**config.mk**
```make
export PLATFORM = sky130hd
export DESIGN_NAME = dmem_access_ctrl
export DESIGN_NICKNAME = d
export VERILOG_FILES = /design/src/rtl/dmem_access_ctrl.sv
export SDC_FILE = /design/constraint.sdc
export NUM_CORES = 1
export LEC_CHECK = 0
export CORE_UTILIZATION = 45
export DETAILED_ROUTE_END_ITERATION = 8
export HOLD_SLACK_MARGIN = 0.08
export PLACE_DENSITY_LB_ADDON = 0.2
export SLEW_MARGIN = 0
export SYNTH_ARGS = -nofsm -noshare
export SYNTH_HDL_FRONTEND = slang
export SYNTH_SLANG_ARGS = --single-unit
```
**constraint.sdc**
```tcl
create_clock -name clk -period 2.15 [get_ports clk]
set_input_delay 0.43 -clock clk [delete_from_list [all_inputs] [get_ports clk]]
set_output_delay 0.43 -clock clk [all_outputs]
set_load 0.01 [all_outputs]
```
**src/rtl/dmem_access_ctrl.sv**
```systemverilog
// MEM-stage load/store sequencer for a word-only req/ack data bus.
// Sub-word stores use read-modify-write; loads are lane-aligned and extended.
module dmem_access_ctrl #(
  parameter int TIMEOUT = 255,
  parameter int CNT_W   = 8
) (
  input  logic        clk,
  input  logic        rst,
  input  logic        MemToRegM,
  input  logic        MemWriteM,
  input  logic        IsLbSbM,
  input  logic        IsLhShM,
  input  logic        IsUnsignedM,
  input  logic [31:0] ALUOutM,
  input  logic [31:0] WriteDataM,
  input  logic [31:0] mem_rdata,
  input  logic        mem_ack,
  output logic        mem_req,
  output logic        mem_we,
  output logic [29:0] mem_addr,
  output logic [31:0] mem_wdata,
  output logic        StallM,
  output logic [31:0] ReadDataM,
  output logic        AddrErrM,
  output logic        BusErrM
);

  localparam logic [2:0] IDLE   = 3'd0;
  localparam logic [2:0] RD     = 3'd1;
  localparam logic [2:0] RMW_RD = 3'd2;
  localparam logic [2:0] WR     = 3'd3;
  localparam logic [2:0] DONE   = 3'd4;

  logic [2:0]       state;
  logic [CNT_W-1:0] cnt;
  logic             op_vld, misalign, go, timeout;
  logic [7:0]       ld_b;
  logic [15:0]      ld_h;
  logic [31:0]      ld_val, wrep, merged;
  logic [3:0]       be;

  // EX/MEM inputs stay frozen by StallM for the whole access, so they are used live.
  assign op_vld   = MemToRegM | MemWriteM;
  assign misalign = IsLbSbM ? 1'b0 : (IsLhShM ? ALUOutM[0] : |ALUOutM[1:0]);
  assign go       = rst & (state == IDLE) & op_vld & ~misalign;
  assign AddrErrM = rst & (state == IDLE) & op_vld & misalign;

  assign mem_req = (state == RD) | (state == RMW_RD) | (state == WR);
  assign mem_we  = (state == WR);
  assign StallM  = mem_req | go;
  // ack on the last allowed cycle still counts as a completion
  assign timeout = mem_req & ~mem_ack & (cnt == CNT_W'(TIMEOUT - 1));

  assign ld_b = mem_rdata[{ALUOutM[1:0], 3'b000} +: 8];
  assign ld_h = ALUOutM[1] ? mem_rdata[31:16] : mem_rdata[15:0];

  always_comb begin
    if (IsLbSbM)      ld_val = {{24{ld_b[7] & ~IsUnsignedM}}, ld_b};
    else if (IsLhShM) ld_val = {{16{ld_h[15] & ~IsUnsignedM}}, ld_h};
    else              ld_val = mem_rdata;
  end

  // Store data replicated to every lane; byte enables pick which lanes replace the read word.
  always_comb begin
    be   = IsLbSbM ? (4'b0001 << ALUOutM[1:0]) : (ALUOutM[1] ? 4'b1100 : 4'b0011);
    wrep = IsLbSbM ? {4{WriteDataM[7:0]}} : {2{WriteDataM[15:0]}};
  end

  for (genvar i = 0; i < 4; i++) begin : g_lane
    assign merged[8*i +: 8] = be[i] ? wrep[8*i +: 8] : mem_rdata[8*i +: 8];
  end

  always_ff @(posedge clk or negedge rst) begin
    if (!rst) begin
      state     <= IDLE;
      cnt       <= '0;
      mem_addr  <= '0;
      mem_wdata <= '0;
      ReadDataM <= '0;
      BusErrM   <= 1'b0;
    end else begin
      case (state)
        IDLE: begin
          BusErrM <= 1'b0;
          if (go) begin
            mem_addr <= ALUOutM[31:2];
            cnt      <= '0;
            if (!MemWriteM) state <= RD;
            else if (IsLbSbM | IsLhShM) state <= RMW_RD;
            else begin
              state     <= WR;
              mem_wdata <= WriteDataM;
            end
          end
        end
        RD, RMW_RD, WR: begin
          if (mem_ack) begin
            cnt <= '0;
            if (state == RD) begin
              ReadDataM <= ld_val;
              state     <= DONE;
            end else if (state == RMW_RD) begin
              mem_wdata <= merged;
              state     <= WR;
            end else begin
              state <= DONE;
            end
          end else if (timeout) begin
            ReadDataM <= '0;
            BusErrM   <= 1'b1;
            state     <= DONE;
          end else begin
            cnt <= cnt + 1'b1;
          end
        end
        DONE: begin
          BusErrM <= 1'b0;
          state   <= IDLE;
        end
        default: state <= IDLE;
      endcase
    end
  end

endmodule

```
==> out/metrics.yaml, run 1 <==
synthesis:
  synthTopCellsByArea: "dfrtp_1 49%, mux2_2 6.6%, nand2_1 5.0%"
  synth_cell_types: 51
  async_flop_share: 1.00
  synthCells: 552
  synth_nets: 658
  synth_most_common_cell: "dfrtp_1"
  synth-main-ff-cell: "dfrtp_1"
  yosysSeqAreaShare: 0.488
  ys_ff_latch: 106
  synth_warnings: 0
  avgSynthCellArea_sq_um: 9.84
  syn_area_sq_mm: 0.00543
  synth_edf_count: 0
  synth_common_cells: "106 x dfrtp_1, 73 x nand2_1, 45 x a21oi_1"
  synth_top_area_frac: 0.488
  yosysTopAreaCell: "dfrtp_1"
placed_design:
  gp_routability_congestion: 0.901
  place_area_sq_mm: 0.00788
  port_buffers: 202
  dpl.hpwl_microns: 13800
  dp_cells: 907
setup_path:
  start_kind: "flip-flop"
  setup.worst_path.class: "flip-flop to primary output"
  critical_path_arrival_ns: 1.66
  cp.required_ns: 1.72
  cp_max_fo: 3
  cp_cell_sequence: "nor4b_4, buf_4, o21a_1, a21oi_2, inv_1, buf_2"
  cpMaxStageDelayCell: "dfrtp_2"
  end_kind: "primary output"
  max_stage_delay_ns: 0.45
clock_network:
  clk_pin_slew_worst_paths_ns: 0.08
  clockRootBuffer: "clkbuf_16"
  clock_path_buffers: 2
  htree_num_levels: 3
  clk_latency_ns: 0.35
  cts_buffers: 9
  tritoncts: "built"
  cts.sinks: 106
global_route:
  antenna_found_initial: 0
  grt_overflow_total: 0
  grt_pass1_vias: 5505
  grt_start_max_net_pins: 60
  grt_pass1_wl_microns: 28300
  track_usage: 0.294
timing:
  period_needed_ns: 2.09
  rsz0062_at_grt: "true"
  slew_headroom: 0.497
  worstMarginPinSlew_ns: 0.754
  fin_skew_ns: 0.00814
  fmax_ghz: 0.478
  setup_violations: 0
  drv_slew: 0
  setup_tns_ns: 0
  hold_viol: 0
  period_share: 0.974
final_layout:
  instances_no_fill: 927
  fin_area_sq_mm: 0.00824
  final_util: 0.710
  n_fill_cell: 881
  multi_input_area_sq_mm: 0.00255
  fin_nets: 885
  diodes: 0
  seqCellArea_sq_mm: 0.00266
  drive_gt1_frac: 0.161
  syn_to_final_growth_pct: 51.7
floorplan:
  num_rows: 39
  die-area_sq_mm: 0.0125
  io_pins: 203
  die_w_microns: 112
  die_y_microns: 112
  fp.coreArea_sq_mm: 0.0116
  start_util: 0.468
power:
  p_leak_uw: 0.00356
  combPwrFrac: 0.483
  p_per_area_mw_per_mm2: 1240
  p_seq_frac: 0.334
  internal_power_uw: 6680
  ir_worst_vdd_mv: 0.732
  p_switching_uw: 3540
  fin_total_pwr_uw: 10200
  p_clk_frac: 0.183
  swShare: 0.347
worst_hold_path:
  hold_path.class: "primary input to asynchronous set/reset pin"
routing:
  drtIter0Drc: 502
  post_drt_wl_per_cell_microns: 19.4
  drc_errors: 12
  dr.pass1.iters: 8
  totalWireLength_microns: 18000
  final_antenna_net_count: 0
  vias: 5368
  viasPerCell: 5.79
run_status:
  failed_checks: "DRC"
  outcome: "finished, violations left"
flow_run:
  cap_violations: 0
[worst max-delay path: cells and delay by family, from the launching register on]
kind            cells  cell delay (ns)
buf+inv             3             0.33
flops               1             0.45
compound gates      2             0.22
simple gates        1             0.32
[metal layers]
metal,vias to the layer above,part of all wire,global-route usage
met4,0,0.038,0.150
met2,295,0.49,0.490
li1,2446,-,-
met3,59,0.088,0.0697
met5,-,0,0
met1,2568,0.39,0.355
[repair_timing]
| action | CTS | global route |
|---|---|---|
| endpoints found under the setup margin | 3 | 3 |
| pin swaps | 1 | 1 |
| hold buffers | 0 | 0 |
| gates resized for setup | 7 | 3 |
| setup buffers | 3 | 1 |
[registers in the layout (all words and copies together), names as in the netlist]
register and count:
ReadDataM 32, BusErrM 1, state 3, mem_addr 30
mem_wdata 32, cnt 8
[cells by family after synthesis]
group	Yosys count	share of synthesized area
AO/OA/AOI/OAI	180	0.199
adder cells (fa/ha/maj)	2	0.00460
buffers and inverters	48	0.0442
flip-flops	106	0.488
multiplexers	57	0.128
AND/OR/NAND/NOR	159	0.135
[path summary, 6_finish.rpt]
path | cells after the start | end | startpoint | slack [ns]
min in group clk | 2 | mem_wdata[4]$_DFFE_PN0P_ | mem_wdata[4]$_DFFE_PN0P_ | 0.49
setup reg to reg | 9 | mem_addr[14]$_DFFE_PN0P_ | state[0]$_DFFE_PN0P_ | 0.08
hold / removal | 2 | ReadDataM[26]$_DFFE_PN0P_ | rst | 0.24
hold reg to reg | 2 | mem_wdata[4]$_DFFE_PN0P_ | mem_wdata[4]$_DFFE_PN0P_ | 0.49
setup / recovery | 6 | StallM | state[0]$_DFFE_PN0P_ | 0.06
max in group asynchronous | 3 | ReadDataM[10]$_DFFE_PN0P_ | rst | 0.72
[metrics by stage]
stage	worst slack, ns	hold WS, ns
5_1_grt	-0.0508	0.280
3_3_place_gp	-0.114	0.460
6_report	0.0564	0.236
3_5_place_dp	-0.184	0.466
4_1_cts	0.0187	0.250
2_1_floorplan	0.365	0.134
[power groups by stage]
| stage | clock [uW] | sequential, uW | combinational (uW) |
|---|---|---|---|
| 2_1_floorplan | 0 | 3760 | 1790 |
| 3_3_place_gp | 0 | 3390 | 4780 |
| 3_5_place_dp | 0 | 3450 | 4900 |
| 4_1_cts | 1880 | 3420 | 4950 |
| 5_1_grt | 1970 | 3530 | 5300 |
| 6_report | 1870 | 3420 | 4940 |
[placed cells by master (no fill, tap or decap), types with 2 or more instances in the layout]
| master | instances |
|---|---|
| o21ai_0 | 44 |
| buf_4 | 48 |
| a21oi_2 | 2 |
| o21a_1 | 2 |
| clkbuf_16 | 9 |
| clkinv_1 | 2 |
| a211oi_1 | 25 |
| a21boi_0 | 2 |
| clkdlybuf4s50_1 | 198 |
| nand2_1 | 73 |
| dfrtp_2 | 3 |
| nand2b_1 | 5 |
| ha_1 | 2 |
| o22ai_1 | 11 |
| dfrtp_1 | 103 |
| a21o_1 | 8 |
| nor3_1 | 9 |
| inv_6 | 2 |
| nor4_1 | 2 |
| nand4_1 | 3 |
| and3_1 | 12 |
| nor2_1 | 34 |
| nand3_1 | 11 |
| bufinv_16 | 2 |
| mux2i_1 | 18 |
| mux2_2 | 32 |
| buf_12 | 6 |
| inv_1 | 6 |
| o21ai_1 | 30 |
| a21oi_1 | 45 |
| mux4_2 | 7 |
[cell type report]
class	instances	area share
clock buffer	10	0.0290
clock inverter	6	0.0117
inverter	9	0.00410
multi-input combinational	398	0.310
sequential	106	0.322
tap	143	0.0217
timing repair buffer	255	0.302
Note: power is estimated with default switching activity, not from simulation.
==> inputs of run 2 (changes only) <==
- CORE_UTILIZATION: 45 -> 64
- DONT_BUFFER_PORTS: unset -> 1
- MAX_ROUTING_LAYER: unset -> met4
==> out/metrics.yaml, run 2 (synthesis results as in run 1) <==
global_route:
  antenna_found_initial: 0  # unchanged
  grt_pass1_wl_microns: 21600  # was 28300 microns
  grt_overflow_total: 0  # unchanged
  grt_start_max_net_pins: 108  # was 60
  track_usage: 0.337  # was 0.294
  grt_pass1_vias: 4202  # was 5505
floorplan:
  fp.coreArea_sq_mm: 0.00822  # was 0.0116 sq mm
  die_y_microns: 94.1  # was 112 microns
  start_util: 0.661  # was 0.468
  die_w_microns: 94.1  # was 112 microns
  die-area_sq_mm: 0.00886  # was 0.0125 sq mm
  num_rows: 33  # was 39
  io_pins: 203  # unchanged
flow_run:
  cap_violations: 0  # unchanged
placed_design:
  place_area_sq_mm: 0.00547  # was 0.00788 sq mm
  dp_cells: 629  # was 907
  gp_routability_congestion: 0.905  # was 0.901
  dpl.hpwl_microns: 10400  # was 13800 microns
  port_buffers: 0  # was 202
timing:
  period_share: 0.969  # was 0.974
  setup_violations: 0  # unchanged
  worstMarginPinSlew_ns: 0.573  # was 0.754 ns
  fin_skew_ns: 0.0202  # was 0.00814 ns
  hold_viol: 106  # was 0
  drv_slew: 0  # unchanged
  holdWs_ns: -0.285  # was 0.236 ns
  period_needed_ns: 2.08  # was 2.09 ns
  setup_tns_ns: 0  # unchanged
  slew_headroom: 0.617  # was 0.497
  rsz0062_at_grt: "false"  # was true
  fmax_ghz: 0.480  # was 0.478 GHz
routing:
  post_drt_wl_per_cell_microns: 22.1  # was 19.4 microns
  final_antenna_net_count: 0  # unchanged
  totalWireLength_microns: 14300  # was 18000 microns
  drc_errors: 0  # was 12
  drtIter0Drc: 333  # was 502
  dr.pass1.iters: 5  # was 8
  viasPerCell: 6.71  # was 5.79
  vias: 4337  # was 5368
run_status:
  failed_checks: "hold timing"  # was DRC
  outcome: "finished, violations left"  # unchanged
final_layout:
  syn_to_final_growth_pct: 5.23  # was 51.7%
  drive_gt1_frac: 0.155  # was 0.161
  largestRegisters: "ReadDataM (32), mem_wdata (32), mem_addr (30)"  # unchanged
  fin_nets: 642  # was 885
  final_util: 0.696  # was 0.710
  n_fill_cell: 615  # was 881
  instances_no_fill: 646  # was 927
  layout_common_cells: "104 x dfrtp_1, 73 x nand2_1, 45 x a21oi_1, 44 x o21ai_0, 33 x nor2_1"  # was 198 x clkdlybuf4s50_1, 103 x dfrtp_1, 73 x nand2_1, 48 x buf_4, 45 x a21oi_1
  diodes: 0  # unchanged
  fin_area_sq_mm: 0.00572  # was 0.00824 sq mm
  mostFrequentLayoutCell: "dfrtp_1"  # was clkdlybuf4s50_1
clock_network:
  clk_latency_ns: 0.39  # was 0.35 ns
  htree_num_levels: 3  # unchanged
  tritoncts: "built"  # unchanged
  clock_path_buffers: 2  # unchanged
  cts_buffers: 9  # unchanged
  cts.sinks: 106  # unchanged
  clockRootBuffer: "clkbuf_8"  # was clkbuf_16
  clk_pin_slew_worst_paths_ns: 0.12  # was 0.08 ns
power:
  internal_power_uw: 4450  # was 6680 uW
  p_clk_frac: 0.182  # was 0.183
  ir_worst_vdd_mv: 0.896  # was 0.732 mV
  p_leak_uw: 0.00251  # was 0.00356 uW
  p_per_area_mw_per_mm2: 1310  # was 1240 mW/mm^2
  p_seq_frac: 0.529  # was 0.334
  combPwrFrac: 0.289  # was 0.483
  swShare: 0.406  # was 0.347
  p_switching_uw: 3050  # was 3540 uW
worst_hold_path:
  hold_path.class: "primary input to asynchronous set/reset pin"  # unchanged
setup_path:
  start_kind: "flip-flop"  # unchanged
  cp_max_fo: 8  # was 3
  r2r_slack_ns: 0.17  # was 0.08 ns
  end_kind: "primary output"  # unchanged
  setup.worst_path.class: "flip-flop to primary output"  # unchanged
  cp.required_ns: 1.72  # about the same
  critical_path_arrival_ns: 1.65  # was 1.66 ns
[run 2: cell count changes in the layout (fill, tap and decap cells not counted), sizes merged]
cell	delta
buf	-43
clkdlybuf4s15	-1
clkinvlp	-1
dlygate4sd2	-1
clkbuf	-1
bufinv	-1
clkinv	+3
clkdlybuf4s50	-198
[run 2: repair_timing]
| action | in CTS | in global routing |
|---|---|---|
| setup endpoints to repair | 2 | 1 |
| endpoints found under the hold margin | 106 | 106 |
| pin swaps | 0 | 1 |
| gates resized for setup | 4 | 1 |
| setup buffers | 1 | 0 |
[run 2: cell type report]
type	instances	area, sq um	share of cell area
sequential	106	2660	0.464
timing repair buffer	12	103	0.0179
tap	105	131	0.0230
clock inverter	7	108	0.0188
inverter	9	33.8	0.00591
clock buffer	9	124	0.0217
multi-input combinational	398	2560	0.448
[run 2: worst max-delay path, stage by stage (launching register included)]
cell     delay, ns
dfrtp_2       0.50
nor4b_4       0.32
buf_4         0.17
o21ai_0       0.10
nor2_2        0.18
[run 2: layer usage]
| layer | global-route usage | part of all wire |
|---|---|---|
| met3 | 0.136 | 0.13 |
| met1 | 0.379 | 0.36 |
| met5 | - | 0 |
| met4 | 0.169 | 0.041 |
| met2 | 0.521 | 0.47 |
[run 2: final timing paths]
path                                           start                   endpoint  depth (start not counted)
worst max-delay path            state[0]$_DFFE_PN0P_                   AddrErrM                          4
worst min-delay path                             rst  ReadDataM[14]$_DFFE_PN0P_                          0
worst max register to register  state[0]$_DFFE_PN0P_         cnt[7]$_DFFE_PN0P_                          6
worst min register to register    cnt[6]$_DFFE_PN0P_         cnt[6]$_DFFE_PN0P_                          2
max in group asynchronous                        rst       state[1]$_DFFE_PN0P_                          0
min in group clk                         ALUOutM[12]   mem_addr[10]$_DFFE_PN0P_                          1
[run 2: per-stage QoR]
stage / setup WS [ns] / power, uW
2_1_floorplan: 0.365 / 5540
3_3_place_gp: 0.357 / 5970
3_5_place_dp: 0.228 / 6110
4_1_cts: 0.0295 / 7510
5_1_grt: 0.00627 / 7930
6_report: 0.0658 / 7500
[run 2: power by group through the flow]
| stage | Combinational, uW | Clock (uW) | Sequential (uW) |
|---|---|---|---|
| after floorplan | 1790 | 0 | 3760 |
| after global placement | 2010 | 0 | 3970 |
| after detailed placement | 2110 | 0 | 3990 |
| after CTS | 2160 | 1390 | 3960 |
| after global routing | 2410 | 1450 | 4070 |
| final | 2170 | 1370 | 3960 |
==> inputs of run 3 (changes only) <==
- CORE_UTILIZATION: 64 -> 45
- DONT_BUFFER_PORTS: 1 -> unset
==> out/metrics.yaml, run 3 (synthesis results as in run 1) <==
run_status:
  outcome: "finished, violations left"  # unchanged
  failed_checks: "DRC"  # was hold timing
final_layout:
  fin_nets: 885  # was 642
  syn_to_final_growth_pct: 51.7  # was 5.23%
  fin_area_sq_mm: 0.00824  # was 0.00572 sq mm
  instances_no_fill: 927  # was 646
  mostFrequentLayoutCell: "clkdlybuf4s50_1"  # was dfrtp_1
  drive_gt1_frac: 0.161  # was 0.155
  diodes: 0  # unchanged
  n_fill_cell: 881  # was 615
  final_util: 0.710  # was 0.696
  largestRegisters: "ReadDataM (32), mem_wdata (32), mem_addr (30)"  # unchanged
  layout_common_cells: "198 x clkdlybuf4s50_1, 103 x dfrtp_1, 73 x nand2_1, 48 x buf_4, 45 x a21oi_1"  # was 104 x dfrtp_1, 73 x nand2_1, 45 x a21oi_1, 44 x o21ai_0, 33 x nor2_1
power:
  p_clk_frac: 0.183  # was 0.182
  p_seq_frac: 0.335  # was 0.529
  ir_worst_vdd_mv: 0.734  # was 0.896 mV
  combPwrFrac: 0.483  # was 0.289
  p_per_area_mw_per_mm2: 1240  # was 1310 mW/mm^2
  swShare: 0.346  # was 0.406
  internal_power_uw: 6680  # was 4450 uW
  p_leak_uw: 0.00356  # was 0.00251 uW
  p_switching_uw: 3530  # was 3050 uW
clock_network:
  clockRootBuffer: "clkbuf_16"  # was clkbuf_8
  clock_path_buffers: 2  # unchanged
  htree_num_levels: 3  # unchanged
  tritoncts: "built"  # unchanged
  clk_pin_slew_worst_paths_ns: 0.07  # was 0.12 ns
  cts.sinks: 106  # unchanged
  clk_latency_ns: 0.35  # was 0.39 ns
  hold_buffers: 0
  cts_buffers: 9  # unchanged
setup_path:
  end_kind: "primary output"  # unchanged
  cp_max_fo: 3  # was 8
  cpMaxStageDelayCell: "dfrtp_2"  # unchanged
  start_kind: "flip-flop"  # unchanged
  setup.worst_path.class: "flip-flop to primary output"  # unchanged
  max_stage_delay_ns: 0.45  # was 0.50 ns
  critical_path_arrival_ns: 1.67  # was 1.65 ns
  cp_cell_sequence: "nor4b_4, buf_4, o21a_1, a21oi_2, inv_1, buf_2"  # was nor4b_4, buf_4, o21ai_0, nor2_2
  rr_worst_depth: 9  # was 6
  cp.required_ns: 1.72  # about the same
timing:
  fmax_ghz: 0.477  # was 0.480 GHz
  rsz0062_at_grt: "true"  # was false
  setup_violations: 0  # unchanged
  drv_slew: 0  # unchanged
  slew_headroom: 0.489  # was 0.617
  period_share: 0.976  # was 0.969
  hold_viol: 0  # was 106
  worstMarginPinSlew_ns: 0.766  # was 0.573 ns
  fin_skew_ns: 0.00663  # was 0.0202 ns
  period_needed_ns: 2.10  # was 2.08 ns
  setup_tns_ns: 0  # unchanged
placed_design:
  place_area_sq_mm: 0.00788  # was 0.00547 sq mm
  port_buffers: 202  # was 0
  gp_routability_congestion: 0.916  # was 0.905
  dpl.hpwl_microns: 13800  # was 10400 microns
  dp_cells: 907  # was 629
global_route:
  grt_pass1_wl_microns: 28300  # was 21600 microns
  grt_start_max_net_pins: 60  # was 108
  track_usage: 0.302  # was 0.337
  grt_pass1_vias: 5510  # was 4202
  antenna_found_initial: 0  # unchanged
  grt_overflow_total: 0  # unchanged
routing:
  drc_errors: 12  # was 0
  post_drt_wl_per_cell_microns: 19.3  # was 22.1 microns
  final_antenna_net_count: 0  # unchanged
  viasPerCell: 5.82  # was 6.71
  vias: 5399  # was 4337
  totalWireLength_microns: 17900  # was 14300 microns
  dr.pass1.iters: 8  # was 5
  drtIter0Drc: 482  # was 333
floorplan:
  fp.coreArea_sq_mm: 0.0116  # was 0.00822 sq mm
  die_y_microns: 112  # was 94.1 microns
  die-area_sq_mm: 0.0125  # was 0.00886 sq mm
  start_util: 0.468  # was 0.661
  die_w_microns: 112  # was 94.1 microns
  num_rows: 39  # was 33
  io_pins: 203  # unchanged
worst_hold_path:
  hold_path.class: "primary input to asynchronous set/reset pin"  # unchanged
flow_run:
  cap_violations: 0  # unchanged
[run 3: cell types whose count changed in the layout (fill, tap and decap cells not counted), sizes merged]
| cell | delta |
|---|---|
| buf | +43 |
| clkinvlp | +1 |
| clkdlybuf4s50 | +198 |
| clkinv | -3 |
| clkbuf | +1 |
| bufinv | +1 |
| clkdlybuf4s15 | +1 |
| dlygate4sd2 | +1 |
[run 3: critical path, delay by kind of cell, from the launching register on]
kind                   cells  cell delay [ns]
DFF                        1             0.45
buffers and inverters      3             0.34
and+or+nand+nor            1             0.32
AOI/OAI and AO/OA          2             0.22
[run 3: timing repair]
action                                  CTS  global route
gates resized for setup                   7             3
endpoints found under the setup margin    3             3
setup buffers                             3             1
pin swaps                                 1             1
[run 3: area by class of cell]
| type | instances | area, sq um | area share |
|---|---|---|---|
| Timing Repair Buffer | 255 | 2490 | 0.302 |
| Multi-Input combinational cell | 398 | 2550 | 0.310 |
| Clock buffer | 10 | 239 | 0.0290 |
| Sequential cell | 106 | 2660 | 0.322 |
| Clock inverter | 6 | 96.3 | 0.0117 |
| Inverter | 9 | 33.8 | 0.00410 |
| Tap cell | 143 | 179 | 0.0217 |
[run 3: final timing paths]
check	slack, ns	startpoint	end
setup / recovery	0.05	state[0]$_DFFE_PN0P_	StallM
hold / removal	0.24	rst	ReadDataM[27]$_DFFE_PN0P_
setup reg to reg	0.07	state[0]$_DFFE_PN0P_	mem_addr[14]$_DFFE_PN0P_
min in group clk	0.49	mem_wdata[4]$_DFFE_PN0P_	mem_wdata[4]$_DFFE_PN0P_
hold reg to reg	0.49	mem_wdata[4]$_DFFE_PN0P_	mem_wdata[4]$_DFFE_PN0P_
max in group asynchronous	0.71	rst	mem_wdata[20]$_DFFE_PN0P_
[run 3: through the flow]
step | hold WS [ns] | total power [uW] | worst slack, ns
floorplan | 0.134 | 5540 | 0.365
global placement | 0.460 | 8170 | -0.114
detailed placement | 0.466 | 8360 | -0.184
CTS | 0.250 | 10300 | 0.0187
global route | 0.282 | 10800 | -0.0508
finish | 0.238 | 10200 | 0.0521
[run 3: power by group through the flow]
stage               combinational [uW]  clock, uW  sequential, uW
global placement                  4780          0            3390
finish                            4930       1870            3420
global route                      5300       1970            3530
CTS                               4950       1880            3420
floorplan                         1790          0            3760
detailed placement                4900          0            3450
[run 3: routing by layer]
metal | part of all wire | GRT usage | vias to the layer above | routed length (microns)
met5 | 0 | - | - | 0
met4 | 0.043 | 0.150 | 0 | 769
met3 | 0.084 | 0.0582 | 72 | 1520
met2 | 0.49 | 0.490 | 291 | 8700
met1 | 0.39 | 0.361 | 2589 | 6950
li1 | - | - | 2447 | -
